`src/rtl/wm8731_audio_pkg.sv`:
```
// rtl/wm8731_audio_pkg.sv - shared audio-side state encoding and default constants
package wm8731_audio_pkg;

  typedef enum logic [1:0] {
    ST_IDLE  = 2'd0,
    ST_ARMED = 2'd1,
    ST_SYNC  = 2'd2,
    ST_RUN   = 2'd3
  } audio_state_e;

  localparam int XCK_DIV_DEF   = 4;
  localparam int BCLK_DIV_DEF  = 16;
  localparam int SLOT_BITS_DEF = 32;
  localparam int SAMPLE_W_DEF  = 24;

endpackage

```
`src/rtl/wm8731_adc_capture_if.sv`:
```
// rtl/wm8731_adc_capture_if.sv - stereo sample pair valid/ready interface
interface wm8731_adc_capture_if
  import wm8731_audio_pkg::*;
#(
  parameter int SAMPLE_W = SAMPLE_W_DEF
);
  logic [SAMPLE_W-1:0] sample_l;
  logic [SAMPLE_W-1:0] sample_r;
  logic                sample_valid;
  logic                sample_ready;

  modport master (output sample_l, output sample_r, output sample_valid, input sample_ready);
  modport slave  (input sample_l, input sample_r, input sample_valid, output sample_ready);
endinterface

```
`src/rtl/wm8731_audio_clkgen.sv`:
```
// rtl/wm8731_audio_clkgen.sv - codec XCK/BCLK/LRCK generation with slot bit index and sample strobe
module wm8731_audio_clkgen
  import wm8731_audio_pkg::*;
#(
  parameter int XCK_DIV   = XCK_DIV_DEF,
  parameter int BCLK_DIV  = BCLK_DIV_DEF,
  parameter int SLOT_BITS = SLOT_BITS_DEF,
  localparam int FRAME_W  = $clog2(2*SLOT_BITS)
) (
  input  logic               i_clk,
  input  logic               i_rst_n,
  input  logic               i_en,
  output logic               o_xck,
  output logic               o_bclk,
  output logic               o_lrck,
  output logic               o_strobe,
  output logic               o_left,
  output logic               o_frame_last,
  output logic [FRAME_W-1:0] o_bit_idx
);
  localparam int XCK_W  = $clog2(XCK_DIV);
  localparam int BCLK_W = $clog2(BCLK_DIV);

  logic [XCK_W-1:0]   r_xck_cnt, w_xck_nxt;
  logic [BCLK_W-1:0]  r_bclk_cnt, w_bclk_nxt;
  logic [FRAME_W-1:0] r_frame_cnt, w_frame_nxt;
  logic               r_active;
  logic               r_xck, r_bclk, r_lrck;

  // First enabled cycle starts every counter at 0; clock levels follow the next count.
  always_comb begin
    w_xck_nxt   = '0;
    w_bclk_nxt  = '0;
    w_frame_nxt = '0;
    if (r_active) begin
      w_xck_nxt   = (r_xck_cnt == XCK_W'(XCK_DIV-1)) ? '0 : r_xck_cnt + 1'b1;
      w_bclk_nxt  = (r_bclk_cnt == BCLK_W'(BCLK_DIV-1)) ? '0 : r_bclk_cnt + 1'b1;
      w_frame_nxt = r_frame_cnt;
      if (r_bclk_cnt == BCLK_W'(BCLK_DIV-1))
        w_frame_nxt = (r_frame_cnt == FRAME_W'(2*SLOT_BITS-1)) ? '0 : r_frame_cnt + 1'b1;
    end
  end

  always_ff @(posedge i_clk or negedge i_rst_n) begin
    if (!i_rst_n) begin
      r_active    <= 1'b0;
      r_xck_cnt   <= '0;
      r_bclk_cnt  <= '0;
      r_frame_cnt <= '0;
      r_xck       <= 1'b0;
      r_bclk      <= 1'b0;
      r_lrck      <= 1'b0;
    end else if (!i_en) begin
      r_active    <= 1'b0;
      r_xck_cnt   <= '0;
      r_bclk_cnt  <= '0;
      r_frame_cnt <= '0;
      r_xck       <= 1'b0;
      r_bclk      <= 1'b0;
      r_lrck      <= 1'b0;
    end else begin
      r_active    <= 1'b1;
      r_xck_cnt   <= w_xck_nxt;
      r_bclk_cnt  <= w_bclk_nxt;
      r_frame_cnt <= w_frame_nxt;
      r_xck       <= (w_xck_nxt < XCK_W'(XCK_DIV/2));
      r_bclk      <= (w_bclk_nxt >= BCLK_W'(BCLK_DIV/2));
      r_lrck      <= (w_frame_nxt < FRAME_W'(SLOT_BITS));
    end
  end

  assign o_xck        = r_xck;
  assign o_bclk       = r_bclk;
  assign o_lrck       = r_lrck;
  assign o_strobe     = r_active && (r_bclk_cnt == BCLK_W'(BCLK_DIV-1));
  assign o_frame_last = o_strobe && (r_frame_cnt == FRAME_W'(2*SLOT_BITS-1));
  assign o_left       = (r_frame_cnt < FRAME_W'(SLOT_BITS));
  assign o_bit_idx    = o_left ? r_frame_cnt : r_frame_cnt - FRAME_W'(SLOT_BITS);

endmodule

```
`src/rtl/wm8731_adc_capture.sv`:
```
// rtl/wm8731_adc_capture.sv - WM8731 I2S ADC capture: arming FSM, deserialiser, sample pair handshake
// Optional ADC_CAPTURE_STATS_EN adds o_overrun_cnt and o_frame_err.
module wm8731_adc_capture
  import wm8731_audio_pkg::*;
#(
  parameter int XCK_DIV   = XCK_DIV_DEF,
  parameter int BCLK_DIV  = BCLK_DIV_DEF,
  parameter int SLOT_BITS = SLOT_BITS_DEF,
  parameter int SAMPLE_W  = SAMPLE_W_DEF
) (
  input  logic        i_clk,
  input  logic        i_rst_n,
  input  logic        i_cfg_done,
  input  logic        i_aud_adcdat,
  output logic        o_aud_xck,
  output logic        o_aud_bclk,
  output logic        o_aud_adclrck,
  output logic        o_overrun,
`ifdef ADC_CAPTURE_STATS_EN
  output logic [15:0] o_overrun_cnt,
  output logic        o_frame_err,
`endif
  wm8731_adc_capture_if.master o_sample
);
  localparam int FRAME_W = $clog2(2*SLOT_BITS);

  audio_state_e       r_state, w_state_nxt;
  logic               w_clk_en, w_run;
  logic               w_strobe, w_left, w_frame_last;
  logic [FRAME_W-1:0] w_bit_idx;

  logic [SAMPLE_W-1:0] r_shift_l, r_shift_r, r_sample_l, r_sample_r;
  logic                r_valid, r_done, r_overrun;
  logic                w_ready;

  assign w_ready = o_sample.sample_ready;

  always_ff @(posedge i_clk or negedge i_rst_n) begin
    if (!i_rst_n) r_state <= ST_IDLE;
    else          r_state <= w_state_nxt;
  end

  // Config must be seen busy then done, so the reset-high END_TR never arms the block.
  always_comb begin
    w_state_nxt = r_state;
    unique case (r_state)
      ST_IDLE:  if (!i_cfg_done) w_state_nxt = ST_ARMED;
      ST_ARMED: if (i_cfg_done)  w_state_nxt = ST_SYNC;
      ST_SYNC:  if (!i_cfg_done) w_state_nxt = ST_IDLE;
                else if (w_frame_last) w_state_nxt = ST_RUN;
      ST_RUN:   if (!i_cfg_done) w_state_nxt = ST_IDLE;
      default:  w_state_nxt = ST_IDLE;
    endcase
  end

  always_comb begin
    w_clk_en = (w_state_nxt == ST_SYNC) || (w_state_nxt == ST_RUN);
    w_run    = (r_state == ST_RUN);
  end

  wm8731_audio_clkgen #(
    .XCK_DIV  (XCK_DIV),
    .BCLK_DIV (BCLK_DIV),
    .SLOT_BITS(SLOT_BITS)
  ) u_clkgen (
    .i_clk       (i_clk),
    .i_rst_n     (i_rst_n),
    .i_en        (w_clk_en),
    .o_xck       (o_aud_xck),
    .o_bclk      (o_aud_bclk),
    .o_lrck      (o_aud_adclrck),
    .o_strobe    (w_strobe),
    .o_left      (w_left),
    .o_frame_last(w_frame_last),
    .o_bit_idx   (w_bit_idx)
  );

  always_ff @(posedge i_clk or negedge i_rst_n) begin
    if (!i_rst_n) begin
      r_shift_l <= '0;
      r_shift_r <= '0;
      r_done    <= 1'b0;
    end else begin
      if (w_run && w_strobe && (w_bit_idx < FRAME_W'(SAMPLE_W))) begin
        if (w_left) r_shift_l <= {r_shift_l[SAMPLE_W-2:0], i_aud_adcdat};
        else        r_shift_r <= {r_shift_r[SAMPLE_W-2:0], i_aud_adcdat};
      end
      r_done <= w_run && w_strobe && !w_left && (w_bit_idx == FRAME_W'(SAMPLE_W-1));
    end
  end

  // A completed pair replaces the held one only if it is free or leaving this cycle.
  always_ff @(posedge i_clk or negedge i_rst_n) begin
    if (!i_rst_n) begin
      r_sample_l <= '0;
      r_sample_r <= '0;
      r_valid    <= 1'b0;
      r_overrun  <= 1'b0;
    end else begin
      r_overrun <= 1'b0;
      if (r_done && (!r_valid || w_ready)) begin
        r_sample_l <= r_shift_l;
        r_sample_r <= r_shift_r;
        r_valid    <= 1'b1;
      end else begin
        if (r_done)              r_overrun <= 1'b1;
        if (r_valid && w_ready)  r_valid   <= 1'b0;
      end
    end
  end

`ifdef ADC_CAPTURE_STATS_EN
  logic [15:0] r_overrun_cnt;
  logic        r_frame_err;

  always_ff @(posedge i_clk or negedge i_rst_n) begin
    if (!i_rst_n) begin
      r_overrun_cnt <= '0;
      r_frame_err   <= 1'b0;
    end else begin
      if (r_overrun && (r_overrun_cnt != 16'hFFFF)) r_overrun_cnt <= r_overrun_cnt + 16'd1;
      if (w_run && !i_cfg_done) r_frame_err <= 1'b1;
    end
  end

  assign o_overrun_cnt = r_overrun_cnt;
  assign o_frame_err   = r_frame_err;
`endif

  assign o_overrun             = r_overrun;
  assign o_sample.sample_l     = r_sample_l;
  assign o_sample.sample_r     = r_sample_r;
  assign o_sample.sample_valid = r_valid;

endmodule

```
`src/flat_wrapper.sv`:
```
// flat-port wrapper written by rule: the top's interface ports become plain ports
module wm8731_adc_capture_flat import wm8731_audio_pkg::*;
#(
  parameter int XCK_DIV   = XCK_DIV_DEF,
  parameter int BCLK_DIV  = BCLK_DIV_DEF,
  parameter int SLOT_BITS = SLOT_BITS_DEF,
  parameter int SAMPLE_W  = SAMPLE_W_DEF
)
  (i_clk, i_rst_n, i_cfg_done, i_aud_adcdat, o_aud_xck, o_aud_bclk, o_aud_adclrck, o_overrun, o_sample_sample_l, o_sample_sample_r, o_sample_sample_valid, o_sample_sample_ready);
  wm8731_adc_capture_if #(.SAMPLE_W(SAMPLE_W)) o_sample_i ();
  input  logic i_clk;
  input  logic i_rst_n;
  input  logic i_cfg_done;
  input  logic i_aud_adcdat;
  output logic o_aud_xck;
  output logic o_aud_bclk;
  output logic o_aud_adclrck;
  output logic o_overrun;
  output wire logic [$bits(o_sample_i.sample_l)-1:0] o_sample_sample_l;
  output wire logic [$bits(o_sample_i.sample_r)-1:0] o_sample_sample_r;
  output wire logic [$bits(o_sample_i.sample_valid)-1:0] o_sample_sample_valid;
  input wire logic [$bits(o_sample_i.sample_ready)-1:0] o_sample_sample_ready;
  assign o_sample_sample_l = o_sample_i.sample_l;
  assign o_sample_sample_r = o_sample_i.sample_r;
  assign o_sample_sample_valid = o_sample_i.sample_valid;
  assign o_sample_i.sample_ready = o_sample_sample_ready;
  wm8731_adc_capture #(.XCK_DIV(XCK_DIV), .BCLK_DIV(BCLK_DIV), .SLOT_BITS(SLOT_BITS), .SAMPLE_W(SAMPLE_W)) u_core (.i_clk(i_clk), .i_rst_n(i_rst_n), .i_cfg_done(i_cfg_done), .i_aud_adcdat(i_aud_adcdat), .o_aud_xck(o_aud_xck), .o_aud_bclk(o_aud_bclk), .o_aud_adclrck(o_aud_adclrck), .o_overrun(o_overrun), .o_sample(o_sample_i));
endmodule
```
`config.mk`:
```
export PLATFORM = sky130hd
export DESIGN_NAME = wm8731_adc_capture_flat
export DESIGN_NICKNAME = d
export VERILOG_FILES = /design/src/rtl/wm8731_audio_pkg.sv /design/src/rtl/wm8731_adc_capture_if.sv /design/src/rtl/wm8731_audio_clkgen.sv /design/src/rtl/wm8731_adc_capture.sv /design/src/flat_wrapper.sv
export SDC_FILE = /design/constraint.sdc
export NUM_CORES = 1
export LEC_CHECK = 0
export CORE_ASPECT_RATIO = 0.8
export CORE_UTILIZATION = 35
export DETAILED_ROUTE_END_ITERATION = 16
export PLACE_DENSITY = 0.61
export SYNTH_ARGS = -nofsm -noshare
export SYNTH_HDL_FRONTEND = slang
export SYNTH_HIERARCHICAL = 1
export SYNTH_SLANG_ARGS = --single-unit
export TNS_END_PERCENT = 1
```
`constraint.sdc`:
```
create_clock -name i_clk -period 2.5 [get_ports i_clk]
set_input_delay 0.75 -clock i_clk [delete_from_list [all_inputs] [get_ports i_clk]]
set_output_delay 0.75 -clock i_clk [all_outputs]
set_load 0.005 [all_outputs]
```
==> results of run 1 <==
-- cell type report --
class | instances | area (um^2) | area share (%)
well taps | 175 | 219 | 3.59
repair buffers | 61 | 636 | 10.4
multi-input cells | 161 | 1690 | 27.6
flip-flops and latches | 117 | 2930 | 48.0
inverters | 5 | 18.8 | 0.307
clock buffers | 21 | 470 | 7.70
clock inverters | 11 | 149 | 2.44
-- routing by layer --
metal,wire (um),track usage (%),up-vias
met1,3790,15.7,1299
met3,435,4.10,7
met4,84,5.50,0
li1,-,-,1197
met5,0,0,-
met2,3900,20.0,58
-- kinds of logic after synthesis --
| group | after synthesis |
|---|---|
| DFF | 117 |
| adders and majority gates | 3 |
| muxes | 96 |
| xor gates and xnor gates | 2 |
| other | 1 |
| AOI/OAI and AO/OA | 20 |
| and+or+nand+nor | 39 |
| buffers and inverters | 21 |
-- critical path: stages (launching register included) --
cell and delay, ps:
dfrtp_1 390, ha_1 310, and3_2 280, nand2_1 90
inv_1 70, and4b_4 270, nand3_4 370, mux2_4 440
-- cells in the final DEF, fill, tap and decap left out, types with 5 or more instances in the layout --
master / instances
dfrtp_1: 117
mux2_2: 56
inv_1: 5
clkdlybuf4s50_1: 56
clkbuf_16: 17
nand2_1: 10
mux2_4: 40
a21oi_1: 8
-- worst paths after layout --
kind,startpoint,endpoint
max,u_core/u_clkgen/r_bclk_cnt[0],u_core/r_shift_l[15]
min,i_rst_n,u_core/o_sample.sample_l[2]
max reg2reg,u_core/u_clkgen/r_bclk_cnt[0],u_core/r_shift_l[15]
min reg2reg,u_core/u_clkgen/r_xck_cnt[0],u_core/u_clkgen/r_xck_cnt[0]
max in group asynchronous,i_rst_n,u_core/r_state[0]
min in group i_clk,u_core/u_clkgen/r_xck_cnt[0],u_core/u_clkgen/r_xck_cnt[0]
-- sequential cells by signal, summed over array words and instances, names as in the netlist --
register,flops
u_core/o_sample.sample_r,24
u_core/u_clkgen/o_xck,1
u_core/u_clkgen/r_active,1
u_core/o_overrun,1
u_core/u_clkgen/o_lrck,1
u_core/r_state,2
u_core/u_clkgen/r_frame_cnt,6
u_core/r_shift_r,24
u_core/u_clkgen/r_xck_cnt,2
u_core/o_sample.sample_valid,1
u_core/r_done,1
u_core/u_clkgen/r_bclk_cnt,4
u_core/u_clkgen/o_bclk,1
u_core/r_shift_l,24
u_core/o_sample.sample_l,24
-- power breakdown --
| part | leakage (nW) | internal [mW] | total [mW] | switching [mW] |
|---|---|---|---|---|
| Clock | 0.296 | 1.65 | 2.48 | 0.835 |
| Combinational | 1.08 | 0.0252 | 0.0740 | 0.0489 |
| Sequential | 1.63 | 1.91 | 1.91 | 0.00873 |
==> flow_summary.ini, run 1 <==
[outcome]
status = finished, final reports clean

[synth]
yosys.area_share.simple_pct = 5.53
yosysWarningCount = 6
synth_cell_type_count = 39
synth_xor_area_share_pct = 0.369
synth_edf_count = 0
synthAdderAreaFrac_pct = 0.790
synth_area_leaders = dfrtp_1 (62%), mux2_2 (13%), mux2_4 (13%)
avgSynthCellArea_um2 = 15.9
synth-compound-area-share_pct = 2.74
syn_area_um2 = 4750
ys_ff_latch = 117
synthArstFlopShare_pct = 100
yosysTopAreaCell = dfrtp_1
syn_nets = 307
synth_top_family_by_area = multiplexers
syn_inst = 299
synth_commonest_cells = dfrtp_1 (117), mux2_2 (56), mux2_4 (40), nand2_1 (11)
yosysSeqAreaShare_pct = 61.6
muxShareOfSynthArea_pct = 25.9
synth-main-ff-cell = dfrtp_1
synth.most_common_cell = dfrtp_1
synth_top_area_share_pct = 61.6

[placed_design]
dp_cells = 519
dp_hpwl_mm = 5.18
gp_congestion = 0.771
pre_cts_slack_ps = 176
portBuffers = 57
place_area_um2 = 5490

[global_routing]
grt_use_total_pct = 12.6
grt_first_pass_wirelength_mm = 13.7
grt_pass1_vias = 2729
grt_max_degree = 49
grt_antenna_before_repair = 0
overflow = 0

[pwr]
power_density_nw_per_um2 = 733
finalPower_mw = 4.47
vdd_drop_max_uv = 420
p_leak_nw = 3.01

[cells_and_area]
final_area_um2 = 6110
drive_gt1_share_pct = 37.2
final_cells = 551
antenna_cells = 0
area_delta_synth_final_pct = 28.5
fin_util_pct = 46.8
nets = 371
nFillCells = 1158

[critical_path]
reg2reg_depth = 7
start_kind = flop
crit_required_ps = 2770
critPathCaptureType = flop
crit_fanout = 24
r2r_setup_slack_ps = 140
worstPathArrival_ps = 2630
crit_type = flop to flop

[drt]
drtIter0Drc = 160
drt-pass1-iter-count = 4
via_count = 2561
wire_per_inst_um = 14.9
post_drt_via_cell_ratio = 4.65
drt_wl_total_mm = 8.20
drtAntennaViolNets = 0
drc = 0

[worst_hold_path]
worstHoldPathType = input pin to asynchronous set/reset pin

[clock_tree]
cts_buffer_depth = 2
post_cts_buffers = 0
cts_max_level = 4
path_clk_slew_ps = 50
ctsHoldBuffers = 0
cts_buffers = 17
cts_tree = yes
numClockSinks = 117
clock-root-buffer = clkbuf_16
cts_resized = 0
insertion_delay_ps = 400

[sta]
drv_slew = 0
setup_viol = 0
max_freq_mhz = 424
hold_viol = 0
period_share_pct = 94.4
final.min_clock_period_ps = 2360
fin_hold_ws_ps = 314
finalSetupTns_ps = 0
finClkSkew_ps = 11.4
rsz0062_at_grt = no
setup_ws_ps = 140

[floorplan]
dieHeight_um = 106
die_x_um = 132
start_util_pct = 36.4
core_area_um2 = 13100
io_pins = 58
die-area_um2 = 14100
rows = 37

[job]
cap_violations = 0
(Power assumes the default switching activity.)
==> run 2, diff against run 1 <==
--- a/config.mk
+++ b/config.mk
@@ -9,6 +9,7 @@
 export CORE_UTILIZATION = 35
 export DETAILED_ROUTE_END_ITERATION = 16
 export PLACE_DENSITY = 0.61
+export SKIP_CTS_REPAIR_TIMING = 1
 export SYNTH_ARGS = -nofsm -noshare
 export SYNTH_HDL_FRONTEND = slang
 export SYNTH_HIERARCHICAL = 1
==> results of run 2 <==
No change in the layout: final DEF, timing and power equal those of run 1.
==> run 3, diff against run 2 <==
--- a/config.mk
+++ b/config.mk
@@ -8,6 +8,7 @@
 export CORE_ASPECT_RATIO = 0.8
 export CORE_UTILIZATION = 35
 export DETAILED_ROUTE_END_ITERATION = 16
+export GPL_ROUTABILITY_DRIVEN = 0
 export PLACE_DENSITY = 0.61
 export SKIP_CTS_REPAIR_TIMING = 1
 export SYNTH_ARGS = -nofsm -noshare
==> results of run 3 <==
No change in the layout: final DEF, timing and power equal those of run 1.
